<file path="src/rtl/iter_mul_unit_if.sv">
// Purpose: request/result bundle between the register-file datapath and iter_mul_unit.
// Latency: n/a (wires only).
// Backpressure: none; requester watches busy, and start is ignored while busy is high.
// Signals: start/op_signed/src_a/src_b/dst travel requester -> unit;
//          busy/wr_en/wr_reg/wr_data/prod_hi/ovf travel unit -> register file and flag logic.
interface iter_mul_unit_if #(
    parameter int DATA_W = 16,
    parameter int REG_W  = 4
);
    logic              start;
    logic              op_signed;
    logic [DATA_W-1:0] src_a;
    logic [DATA_W-1:0] src_b;
    logic [REG_W-1:0]  dst;
    logic              busy;
    logic              wr_en;
    logic [REG_W-1:0]  wr_reg;
    logic [DATA_W-1:0] wr_data;
    logic [DATA_W-1:0] prod_hi;
    logic              ovf;

    // Requester side: issues operations and observes the write-back.
    modport master (
        output start, op_signed, src_a, src_b, dst,
        input  busy, wr_en, wr_reg, wr_data, prod_hi, ovf
    );

    // Multiplier side.
    modport slave (
        input  start, op_signed, src_a, src_b, dst,
        output busy, wr_en, wr_reg, wr_data, prod_hi, ovf
    );
endinterface

</file>
<file path="src/rtl/iter_mul_unit.sv">
// Purpose: iterative 16x16 shift-add multiplier, signed or unsigned, with register-file write-back.
// Latency: accept at edge E -> wr_en high for the one cycle after edge E+17; 18 busy cycles.
// Backpressure: none downstream; start is sampled only in IDLE, so a start while busy is dropped.
// Ports: clk, rst (sync, active-high); bus (slave modport): start/op_signed/src_a/src_b/dst in,
//        busy/wr_en/wr_reg/wr_data (low product) and prod_hi/ovf (held until the next write-back) out.
module iter_mul_unit #(
    parameter int DATA_W = 16,
    parameter int REG_W  = 4
) (
    input  logic          clk,
    input  logic          rst,
    iter_mul_unit_if.slave bus
);
    localparam int CNT_W = $clog2(DATA_W);
    localparam logic [CNT_W-1:0] LAST_STEP = CNT_W'(DATA_W - 1);

    typedef enum logic [1:0] {
        IDLE,
        CALC,
        FIX,
        WB
    } state_t;

    state_t              state_q;
    logic [CNT_W-1:0]    count_q;
    logic [DATA_W-1:0]   mcand_q;     // |A|, added into the upper accumulator half
    logic [2*DATA_W-1:0] acc_q;       // {partial high, remaining multiplier bits / product low}
    logic                sgn_q;
    logic                neg_q;       // result must be negated in FIX
    logic [REG_W-1:0]    dst_q;

    logic                busy_q;
    logic                wr_en_q;
    logic [REG_W-1:0]    wr_reg_q;
    logic [DATA_W-1:0]   wr_data_q;
    logic [DATA_W-1:0]   prod_hi_q;
    logic                ovf_q;

    logic [DATA_W-1:0]   mag_a_d;
    logic [DATA_W-1:0]   mag_b_d;
    logic                neg_d;
    logic [DATA_W:0]     sum_d;
    logic [2*DATA_W-1:0] acc_d;
    logic [2*DATA_W-1:0] prod_d;
    logic                ovf_d;

    // Operand magnitudes. 0x8000 negates to itself, which is the correct
    // unsigned magnitude, so no special case is needed.
    always_comb begin
        mag_a_d = (bus.op_signed && bus.src_a[DATA_W-1]) ? -bus.src_a : bus.src_a;
        mag_b_d = (bus.op_signed && bus.src_b[DATA_W-1]) ? -bus.src_b : bus.src_b;
        neg_d   = bus.op_signed && (bus.src_a[DATA_W-1] ^ bus.src_b[DATA_W-1]);
    end

    // One shift-add step: the extra sum bit is the carry that shifts into the MSB.
    always_comb begin
        sum_d = {1'b0, acc_q[2*DATA_W-1:DATA_W]} + (acc_q[0] ? {1'b0, mcand_q} : '0);
        acc_d = {sum_d, acc_q[DATA_W-1:1]};
    end

    // Final sign fix-up and overflow: signed result fits only if the high half
    // is pure sign extension of the low half.
    always_comb begin
        prod_d = neg_q ? -acc_q : acc_q;
        if (sgn_q) begin
            ovf_d = prod_d[2*DATA_W-1:DATA_W] != {DATA_W{prod_d[DATA_W-1]}};
        end else begin
            ovf_d = prod_d[2*DATA_W-1:DATA_W] != '0;
        end
    end

    always_ff @(posedge clk) begin
        if (rst) begin
            state_q   <= IDLE;
            count_q   <= '0;
            mcand_q   <= '0;
            acc_q     <= '0;
            sgn_q     <= 1'b0;
            neg_q     <= 1'b0;
            dst_q     <= '0;
            busy_q    <= 1'b0;
            wr_en_q   <= 1'b0;
            wr_reg_q  <= '0;
            wr_data_q <= '0;
            prod_hi_q <= '0;
            ovf_q     <= 1'b0;
        end else begin
            case (state_q)
                IDLE: begin
                    if (bus.start) begin
                        mcand_q <= mag_a_d;
                        acc_q   <= {{DATA_W{1'b0}}, mag_b_d};
                        sgn_q   <= bus.op_signed;
                        neg_q   <= neg_d;
                        dst_q   <= bus.dst;
                        count_q <= '0;
                        busy_q  <= 1'b1;
                        state_q <= CALC;
                    end
                end
                CALC: begin
                    acc_q   <= acc_d;
                    count_q <= count_q + 1'b1;
                    if (count_q == LAST_STEP) begin
                        state_q <= FIX;
                    end
                end
                FIX: begin
                    // Results are registered here so they are visible during WB.
                    wr_en_q   <= 1'b1;
                    wr_reg_q  <= dst_q;
                    wr_data_q <= prod_d[DATA_W-1:0];
                    prod_hi_q <= prod_d[2*DATA_W-1:DATA_W];
                    ovf_q     <= ovf_d;
                    state_q   <= WB;
                end
                WB: begin
                    wr_en_q <= 1'b0;
                    busy_q  <= 1'b0;
                    state_q <= IDLE;
                end
                default: begin
                    state_q <= IDLE;
                end
            endcase
        end
    end

    assign bus.busy    = busy_q;
    assign bus.wr_en   = wr_en_q;
    assign bus.wr_reg  = wr_reg_q;
    assign bus.wr_data = wr_data_q;
    assign bus.prod_hi = prod_hi_q;
    assign bus.ovf     = ovf_q;
endmodule

</file>
<file path="src/flat_wrapper.sv">
// flat-port wrapper written by rule: the top's interface ports become plain ports
module iter_mul_unit_flat 
#(
    parameter int DATA_W = 16,
    parameter int REG_W  = 4
)
  (clk, rst, bus_start, bus_op_signed, bus_src_a, bus_src_b, bus_dst, bus_busy, bus_wr_en, bus_wr_reg, bus_wr_data, bus_prod_hi, bus_ovf);
  iter_mul_unit_if #(.DATA_W(DATA_W), .REG_W(REG_W)) bus_i ();
  input  logic clk;
  input  logic rst;
  input wire logic [$bits(bus_i.start)-1:0] bus_start;
  input wire logic [$bits(bus_i.op_signed)-1:0] bus_op_signed;
  input wire logic [$bits(bus_i.src_a)-1:0] bus_src_a;
  input wire logic [$bits(bus_i.src_b)-1:0] bus_src_b;
  input wire logic [$bits(bus_i.dst)-1:0] bus_dst;
  output wire logic [$bits(bus_i.busy)-1:0] bus_busy;
  output wire logic [$bits(bus_i.wr_en)-1:0] bus_wr_en;
  output wire logic [$bits(bus_i.wr_reg)-1:0] bus_wr_reg;
  output wire logic [$bits(bus_i.wr_data)-1:0] bus_wr_data;
  output wire logic [$bits(bus_i.prod_hi)-1:0] bus_prod_hi;
  output wire logic [$bits(bus_i.ovf)-1:0] bus_ovf;
  assign bus_i.start = bus_start;
  assign bus_i.op_signed = bus_op_signed;
  assign bus_i.src_a = bus_src_a;
  assign bus_i.src_b = bus_src_b;
  assign bus_i.dst = bus_dst;
  assign bus_busy = bus_i.busy;
  assign bus_wr_en = bus_i.wr_en;
  assign bus_wr_reg = bus_i.wr_reg;
  assign bus_wr_data = bus_i.wr_data;
  assign bus_prod_hi = bus_i.prod_hi;
  assign bus_ovf = bus_i.ovf;
  iter_mul_unit #(.DATA_W(DATA_W), .REG_W(REG_W)) u_core (.clk(clk), .rst(rst), .bus(bus_i));
endmodule
</file>
<file path="config.mk">
export PLATFORM = sky130hd
export DESIGN_NAME = iter_mul_unit_flat
export DESIGN_NICKNAME = d
export VERILOG_FILES = /design/src/rtl/iter_mul_unit_if.sv /design/src/rtl/iter_mul_unit.sv /design/src/flat_wrapper.sv
export SDC_FILE = /design/constraint.sdc
export NUM_CORES = 1
export LEC_CHECK = 0
export CORE_MARGIN = 5
export CORE_UTILIZATION = 55
export CTS_BUF_LIST = sky130_fd_sc_hd__clkbuf_8
export CTS_CLUSTER_DIAMETER = 150
export DETAILED_ROUTE_END_ITERATION = 10
export PLACE_DENSITY = 0.92
export SLEW_MARGIN = 0
export SYNTH_ARGS = -nofsm -noshare
export SYNTH_HDL_FRONTEND = slang
export SYNTH_SLANG_ARGS = --single-unit
</file>
<file path="constraint.sdc">
create_clock -name clk -period 5.5 [get_ports clk]
set_input_delay 1.65 -clock clk [delete_from_list [all_inputs] [get_ports clk]]
set_output_delay 1.65 -clock clk [all_outputs]
set_load 0.05 [all_outputs]
</file>
==> results by group, run 1 <==
CTS
  • Postcts setup bufs: 0
  • Clk_lat worst skew: 380 ps
  • CTS H-tree lvls: 3
  • Hold-fix buffers, CTS: 0
  • CTS clk-pin slew, worst paths: 90 ps
  • CTS tree: done
  • CTS root buffer: clkbuf_8
  • Post-cts gate resize count: 0
  • Clock buffer depth: 2
  • Number of CTS-inserted buffers: 9
  • CTS Sinks: 99

STA
  • Slew Limit Fails: 0
  • Setup TNS: 0 ps
  • Crit share post-route: 0.6561
  • Max frequency: 277.1 MHz
  • RSZ-0062 raised after global routing: no
  • # setup viols final: 0
  • Hold WS: 452.0 ps
  • Minimum clock period: 3609 ps
  • Slew HR: 0.2877
  • Tightest Pin Transition: 1069 ps
  • Hold Vio Cnt, Final: 0
  • Max Clock Skew: 7.143 ps

Min path
  • WHS Path Cells: 2
  • Hold path start: u_core.mcand_q[12]
  • Hold WC Path Type: register to register
  • Hold EP: u_core.mcand_q[12]

Layout
  • Fraction of layout instances using a drive strength above 1: 0.04203
  • Max reg flops: 32
  • Nets: 869
  • Final antenna diode count: 0
  • Most flop-heavy register: u_core.acc_q
  • Final core occ: 0.6502
  • Design area: 6987 sq um
  • Syn-to-layout area delta: 17.16%

Power
  • PwrDens: 464.6 nW/um^2
  • Total Power: 3.246 mW
  • Leakage: 2.576 nW
  • Max rail drop VDD: 351.0 uV

Floorplan
  • Ports: 79
  • Row count: 38
  • Core area: 10750 sq um
  • Die height: 114.1 um
  • Die ar.: 13020 sq um
  • Die W: 114.1 um
  • Initial Utilization: 0.5550

Global route
  • Largest net degree at the start of global routing: 77
  • Global-route wire length before repair: 24020 um
  • Vias in the first global route: 5120
  • Antenna violations before repair: 0
  • GRT overflow: 0
  • Gr usage total: 0.2224

Setup path
  • Worst setup EP type: register
  • R2r setup slk: 2160 ps
  • Kind of critical path: input pin to register
  • FF-to-FF path depth: 8
  • CP Data Required Time: 5730 ps
  • CP startpoint kind: input pin
  • R2r endpoint: u_core.bus.ovf
  • Arr. time, crit path: 3840 ps
  • R2r startpoint: u_core.acc_q[2]
  • Worst-path fanout max: 3

Synth
  • Synth Flop Type: dfxtp_1
  • Syn nets: 823
  • #FFs+latches synth: 99
  • Post-synthesis simple-gate area fraction: 0.2283
  • Synth warnings: 0
  • Largest cells by area after synthesis: dfxtp_1 (33%), nor2_1 (6.7%), xor2_1 (6.3%)
  • Post-synth EDFFs: 0
  • Part of the Yosys area used for sequential elements: 0.3324
  • Synth unique cells: 58
  • Gate Count Post-Synth: 758
  • Multiplexer area fraction after synthesis: 0.01846
  • Ys async rst share: 0
  • Post-synthesis compound-gate area fraction: 0.2327
  • Synthesized area per cell: 7.867 sq um
  • Top cell type's share of synthesized area: 0.3324
  • Largest family of logic cells by synthesized area: compound AO/OA/AOI/OAI gates
  • Cell taking the most area after synthesis: dfxtp_1
  • Synth Area in XOR/XNOR: 0.09106
  • Synthesized area: 5963 sq um
  • Adder-Cell Fraction of Synth Area: 0.05371

Route
  • Final WL: 14000 um
  • Starting DRC count in detailed routing: 385
  • Drt first pass iters: 8
  • Drc violations: 1
  • Routed Antenna Nets: 0
  • Post-DR vias/cell: 5.800
  • Via count: 5504
  • Drt wl/cell: 14.75 um

Placement
  • Area post-placement: 6770 sq um
  • Gp weighted congestion: 0.9091
  • DP Wirelength: 10340 um
  • Input/output buffers: 78

Run status
  • Failing checks: DRC
  • Status: finished with violations

Run
  • Max-cap viol count: 0
[cell usage after synthesis (all sizes together), types with 2 or more instances]
master,number
a32oi,5
o41ai,9
xnor2,19
xor2,43
or4,5
o31ai,15
a22o,5
and3,2
buf,9
nor2b,2
a21oi,45
o211ai,5
clkbuf,39
nor2,106
nand2,91
a211oi,39
a311oi,6
and2,20
inv,20
nor3,10
o21ai,48
nand2b,3
or2,3
nand3,8
nand4b,2
ha,24
mux2i,11
a21o,3
o21a,5
nor4,9
a22oi,7
or3,19
nand4,5
dfxtp,99
o21bai,2
[metrics by stage]
step | std cells | setup WS (ps)
after global routing | 949 | 1704
after detailed placement | 933 | 1524
after floorplan | 758 | 2187
final | 949 | 1891
after CTS | 949 | 1918
after global placement | 933 | 1587
[cell type report]
class                           count  area, sq um
Inverter                           20        75.07
Timing Repair Buffer               83        813.3
Fill cell                         910         3759
Multi-Input combinational cell    591         3725
Clock inverter                      7        92.59
Clock buffer                        9        123.9
Tap cell                          140        175.2
Sequential cell                    99         1982
[placed cells by master, fill, tap and decap left out, drive strengths merged, types with 19 or more instances in the layout]
| cell | instances |
|---|---|
| ha | 24 |
| and2 | 20 |
| dfxtp | 99 |
| o21ai | 48 |
| a21oi | 45 |
| nor2 | 106 |
| a211oi | 39 |
| nand2 | 91 |
| or3 | 19 |
| inv | 22 |
| xnor2 | 19 |
| xor2 | 43 |
| clkdlybuf4s50 | 77 |
[logic make-up (layout without fill, tap and decap cells)]
group / after synthesis / after routing
DFF: 99 / 99
and+or+nand+nor: 287 / 287
AOI/OAI and AO/OA: 206 / 206
xor gates and xnor gates: 62 / 62
adders and majority gates: 25 / 25
buffers and inverters: 68 / 119
muxes: 11 / 11
[critical path: stages]
cell             delay [ps]
clkdlybuf4s50_1         450
nor3_1                  380
nand2_1                 120
or4_1                   580
o31ai_1                 270
xor2_1                  170
o21ai_1                  70
nand2_1                  80
a21oi_1                  70
[power breakdown]
part	leakage, nW	switching [mW]	total (mW)	internal, mW
Clock	0.107	0.257	0.512	0.255
Combinational	1.66	1.08	1.65	0.572
Sequential	0.808	0.185	1.08	0.898
Total	2.58	1.52	3.25	1.73
[layer usage]
| metal | track usage | vias to the layer above | share of wire |
|---|---|---|---|
| met1 | 0.2936 | 2505 | 0.45 |
| met3 | 0.03383 | 38 | 0.060 |
| met2 | 0.3646 | 176 | 0.46 |
| met5 | 0 | - | 0 |
| met4 | 0.09105 | 0 | 0.027 |
| li1 | - | 2785 | - |
[how the worst max path moves through the flow]
stage	cells past startpoint	start	to
after floorplan	7	bus_src_a[0]	u_core.mcand_q[15]
after global placement	8	bus_src_a[0]	u_core.mcand_q[15]
after detailed placement	8	bus_src_a[0]	u_core.mcand_q[13]
after CTS	9	bus_src_b[3]	u_core.acc_q[13]
after global routing	9	bus_src_b[3]	u_core.acc_q[13]
final	9	bus_src_b[3]	u_core.acc_q[13]
(Power assumes the default switching activity.)
==> run 2, diff against run 1 <==
Clock period 5.5 ns to 3.36 ns, I/O delays scaled along.
==> results by group, run 2 (synthesis gave the netlist of run 1 again) <==
Run status
  • Status: complete, no violations

Route
  • Via count: 5567
  • Post-DR vias/cell: 5.835
  • Drc violations: 0
  • Routed Antenna Nets: 0
  • Drt wl/cell: 14.82 um
  • Final WL: 14140 um
  • Starting DRC count in detailed routing: 458
  • Drt first pass iters: 7

Layout
  • Final antenna diode count: 0
  • Nets: 874
  • Syn-to-layout area delta: 17.69%
  • Fraction of layout instances using a drive strength above 1: 0.04914
  • Max reg flops: 32
  • Most flop-heavy register: u_core.acc_q
  • Most common cell after layout, fill and taps aside: nor2_1
  • Most frequent cells in the layout: nor2_1 (106), dfxtp_1 (99), nand2_1 (91), clkdlybuf4s50_1 (77), a21oi_1 (45)
  • Final core occ: 0.6531

Setup path
  • Kind of critical path: register to register
  • CP startpoint kind: register
  • Worst setup EP type: register
  • Worst-path fanout max: 11
  • CP Data Required Time: 3640 ps
  • Arr. time, crit path: 3290 ps

Floorplan
  • Die height: 114.1 um
  • Core area: 10750 sq um
  • Row count: 38
  • Initial Utilization: 0.5550
  • Die ar.: 13020 sq um
  • Ports: 79
  • Die W: 114.1 um

Placement
  • DP Wirelength: 10490 um
  • Gp weighted congestion: 0.9842
  • Input/output buffers: 78

CTS
  • Postcts setup bufs: 0
  • CTS clk-pin slew, worst paths: 100 ps
  • Number of CTS-inserted buffers: 9
  • Hold-fix buffers, CTS: 0
  • CTS root buffer: clkbuf_8
  • Clk_lat worst skew: 380 ps
  • CTS H-tree lvls: 3
  • Post-cts gate resize count: 0
  • CTS Sinks: 99
  • Clock buffer depth: 2
  • CTS tree: done

Power
  • Leakage: 2.603 nW
  • Total Power: 5.270 mW
  • PwrDens: 750.9 nW/um^2
  • Max rail drop VDD: 529.0 uV

STA
  • Setup TNS: 0 ps
  • Crit share post-route: 0.8960
  • Slew HR: 0.2119
  • Tightest Pin Transition: 1182 ps
  • Hold Vio Cnt, Final: 0
  • Max frequency: 332.1 MHz
  • Minimum clock period: 3011 ps
  • Max Clock Skew: 8.958 ps
  • RSZ-0062 raised after global routing: no
  • Slew Limit Fails: 0
  • # setup viols final: 0

Global route
  • Antenna violations before repair: 0
  • Gr usage total: 0.2201
  • Global-route wire length before repair: 23780 um
  • GRT overflow: 0
  • Largest net degree at the start of global routing: 74
  • Vias in the first global route: 5253

Run
  • Max-cap viol count: 0

Min path
  • Hold WC Path Type: register to register
## run 2: cell types whose count changed in the layout (fill, tap and decap cells not counted)
cell / change
o21ai_2: +1
clkbuf_8: +1
clkinvlp_4: -1
inv_6: -1
o21ai_1: -1
clkinv_2: +2
buf_12: +1
bufinv_16: -1
buf_4: +4
## run 2: final timing paths
| path | startpoint | endpoint | slack (ps) | cells past startpoint |
|---|---|---|---|---|
| worst min register to register | u_core.mcand_q[10] | u_core.mcand_q[10] | 460 | 2 |
| worst max-delay path | u_core.acc_q[6] | u_core.bus.ovf | 350 | 8 |
| worst min-delay path | u_core.mcand_q[10] | u_core.mcand_q[10] | 460 | 2 |
| worst max register to register | u_core.acc_q[6] | u_core.bus.ovf | 350 | 8 |
## run 2: metrics by stage
step,instances,setup WS [ps],cell area (sq um),hold slack (ps)
6_report,954,349.3,7018,459.4
5_1_grt,954,44.91,7018,483.4
3_5_place_dp,938,77.39,6824,442.1
4_1_cts,954,395.0,7018,459.5
3_3_place_gp,938,143.0,6824,433.3
2_1_floorplan,758,675.5,5963,427.3
## run 2: worst max-delay path: stages (launching register included)
cell and delay, ps:
dfxtp_1 410, nor4_4 470, nand4_1 500, o31ai_1 440, xnor2_1 230, nor2b_1 80, a2111oi_0 370, o2111ai_1 190
o21a_1 210
## run 2: area by class of cell
type	instances	area [sq um]
Multi-Input combinational cell	591	3729
Fill cell	884	3727
Sequential cell	99	1982
Timing Repair Buffer	88	863.3
Tap cell	140	175.2
Clock buffer	10	137.6
Inverter	20	75.07
Clock inverter	6	56.30
## run 2: report_power, final
part | switching, mW | total, mW | internal, mW
Clock | 0.418 | 0.776 | 0.358
Combinational | 1.77 | 2.73 | 0.959
Sequential | 0.297 | 1.77 | 1.47
## run 2: routing by layer
metal / global-route usage / routed length, um
met1: 0.2885 / 6352
met5: 0 / 0
met2: 0.3626 / 6595
met3: 0.03964 / 857
met4: 0.08155 / 335
==> run 3, diff against run 2 <==
Settings changed: ABC_AREA set to 1, PLACE_DENSITY 0.92 to 0.91.
==> results by group, run 3 <==
Route
  • Drt wl/cell: 14.42 um
  • Final WL: 17400 um
  • Via count: 6695
  • Drc violations: 0
  • Post-DR vias/cell: 5.551
  • Drt first pass iters: 6
  • Routed Antenna Nets: 0
  • Starting DRC count in detailed routing: 568

Layout
  • Final antenna diode count: 0
  • Most flop-heavy register: u_core.acc_q
  • Design area: 7508 sq um
  • Fraction of layout instances using a drive strength above 1: 0.06115
  • Most frequent cells in the layout: nand2_1 (224), nor2_1 (119), inv_1 (114), dfxtp_1 (99), a21oi_1 (95)
  • Syn-to-layout area delta: 17.28%
  • Fin cells: 1206
  • Nets: 1123
  • Most common cell after layout, fill and taps aside: nand2_1
  • Max reg flops: 32

Placement
  • Post-Place Worst Slack: 349.3 ps
  • DP Wirelength: 13290 um
  • Placed Cells incl. Taps: 1190
  • Gp weighted congestion: 0.9831
  • Area post-placement: 7311 sq um
  • Input/output buffers: 78

Setup path
  • Worst-path fanout max: 4
  • CP startpoint kind: input pin
  • CP Data Required Time: 3640 ps
  • FF-to-FF path depth: 15
  • R2r setup slk: 810 ps
  • Arr. time, crit path: 2900 ps
  • Kind of critical path: input pin to register
  • R2r startpoint: u_core.acc_q[0]
  • R2r endpoint: u_core.acc_q[31]
  • Worst setup EP type: register

Global route
  • Global-route wire length before repair: 29350 um
  • Vias in the first global route: 6252
  • Gr usage total: 0.2507
  • Largest net degree at the start of global routing: 53
  • GRT overflow: 0
  • Antenna violations before repair: 0

STA
  • Max Clock Skew: 17.22 ps
  • # setup viols final: 0
  • Slew HR: 0.5807
  • Max frequency: 381.7 MHz
  • Final WS setup: 740.1 ps
  • Minimum clock period: 2620 ps
  • Crit share post-route: 0.7797
  • Tightest Pin Transition: 628.2 ps
  • Hold WS: 482.3 ps
  • Hold Vio Cnt, Final: 0
  • Slew Limit Fails: 0
  • RSZ-0062 raised after global routing: no
  • Setup TNS: 0 ps

Floorplan
  • Die ar.: 13900 sq um
  • Die W: 117.9 um
  • Die height: 117.9 um
  • Ports: 79
  • Row count: 39
  • Initial Utilization: 0.5607
  • Core area: 11420 sq um

Synth
  • Count leader, synth: nand2_1
  • Cell taking the most area after synthesis: dfxtp_1
  • Ys async rst share: 0
  • Synthesized area per cell: 6.441 sq um
  • Post-synth EDFFs: 0
  • Top cell type's share of synthesized area: 0.3096
  • Top post-synthesis cells by count: nand2_1 (224), nor2_1 (119), inv_1 (114)
  • Synth Flop Type: dfxtp_1
  • Synth warnings: 0
  • Gate Count Post-Synth: 994
  • Largest cells by area after synthesis: dfxtp_1 (31%), nand2_1 (13%), a21oi_1 (7.4%)
  • Synth unique cells: 43
  • Syn nets: 1059
  • Part of the Yosys area used for sequential elements: 0.3096
  • #FFs+latches synth: 99
  • Synthesized area: 6402 sq um

Power
  • PwrDens: 757.3 nW/um^2
  • Max rail drop VDD: 588.8 uV
  • Leakage: 3.476 nW

Min path
  • Hold path start: u_core.count_q[0]
  • Hold EP: u_core.count_q[0]
  • WHS Path Cells: 1
  • Hold WC Path Type: register to register

CTS
  • Clk_lat worst skew: 390 ps
  • Post-cts gate resize count: 0
  • Number of CTS-inserted buffers: 9
  • CTS H-tree lvls: 3
  • Clock buffer depth: 2
  • CTS clk-pin slew, worst paths: 100 ps
  • Postcts setup bufs: 0
  • CTS root buffer: clkbuf_8
  • Hold-fix buffers, CTS: 0
  • CTS tree: done
  • CTS Sinks: 99

Run
  • Max-cap viol count: 0

Run status
  • Status: complete, no violations
## run 3: cell types whose count changed in the layout (fill, tap and decap cells not counted), sizes merged, moves of 32 or more
cell,previous run,this run
nand2,91,237
inv,21,116
a21oi,45,96
nand3,8,57
a211oi,39,2
o21ai,48,80
## run 3: worst max-delay path, cell delays in order
cell             delay, ps
clkdlybuf4s50_1        400
inv_1                  110
ha_1                   180
inv_1                   50
nor3_2                 170
inv_1                  100
o41ai_2                310
nand2_1                140
a21oi_1                180
xnor2_1                 70
o21ai_0                140
inv_1                   50
## run 3: final cells by class
class	count	area [sq um]
Fill cell	1042	3910
Multi-Input combinational cell	738	3821
Sequential cell	99	1982
Timing Repair Buffer	92	885.9
Inverter	118	442.9
Tap cell	143	178.9
Clock buffer	12	165.2
Clock inverter	4	32.53
## run 3: logic make-up after synthesis
| logic type | after synthesis | share of synthesized area |
|---|---|---|
| adders and majority gates | 25 | 0.05003 |
| buffers and inverters | 157 | 0.09400 |
| xor gates and xnor gates | 27 | 0.03694 |
| DFF | 99 | 0.3096 |
| and+or+nand+nor | 460 | 0.3070 |
| AOI/OAI and AO/OA | 226 | 0.2025 |
## run 3: worst max path at each step
stage,startpoint,to,depth (start not counted)
after floorplan,bus_src_a[0],u_core.mcand_q[14],11
after global placement,bus_src_a[0],u_core.mcand_q[14],12
after detailed placement,bus_src_a[0],u_core.mcand_q[14],12
after CTS,bus_src_a[1],u_core.mcand_q[14],12
after global routing,u_core.acc_q[0],u_core.acc_q[25],12
final,bus_src_a[1],u_core.mcand_q[14],12
## run 3: power breakdown
group	switching (mW)	total (mW)	internal (mW)	leakage (nW)
Sequential	0.286	1.78	1.50	0.811
Combinational	2.11	3.14	1.03	2.57
Clock	0.429	0.763	0.334	0.0952
## run 3: metrics by stage
stage	utilization	power [mW]
2_1_floorplan	-	4.025
3_3_place_gp	0.6403	4.836
3_5_place_dp	0.6403	4.915
4_1_cts	0.6576	5.681
5_1_grt	0.6576	6.108
6_report	0.6576	5.686
## run 3: per-layer routing
| layer | wire [um] | vias to the layer above | share of wire | GRT usage |
|---|---|---|---|---|
| li1 | - | 3402 | - | - |
| met1 | 7203 | 3061 | 0.41 | 0.2919 |
| met2 | 8438 | 189 | 0.49 | 0.4318 |
| met3 | 1038 | 43 | 0.060 | 0.06007 |
| met4 | 715 | 0 | 0.041 | 0.1176 |
| met5 | 0 | - | 0 | 0 |
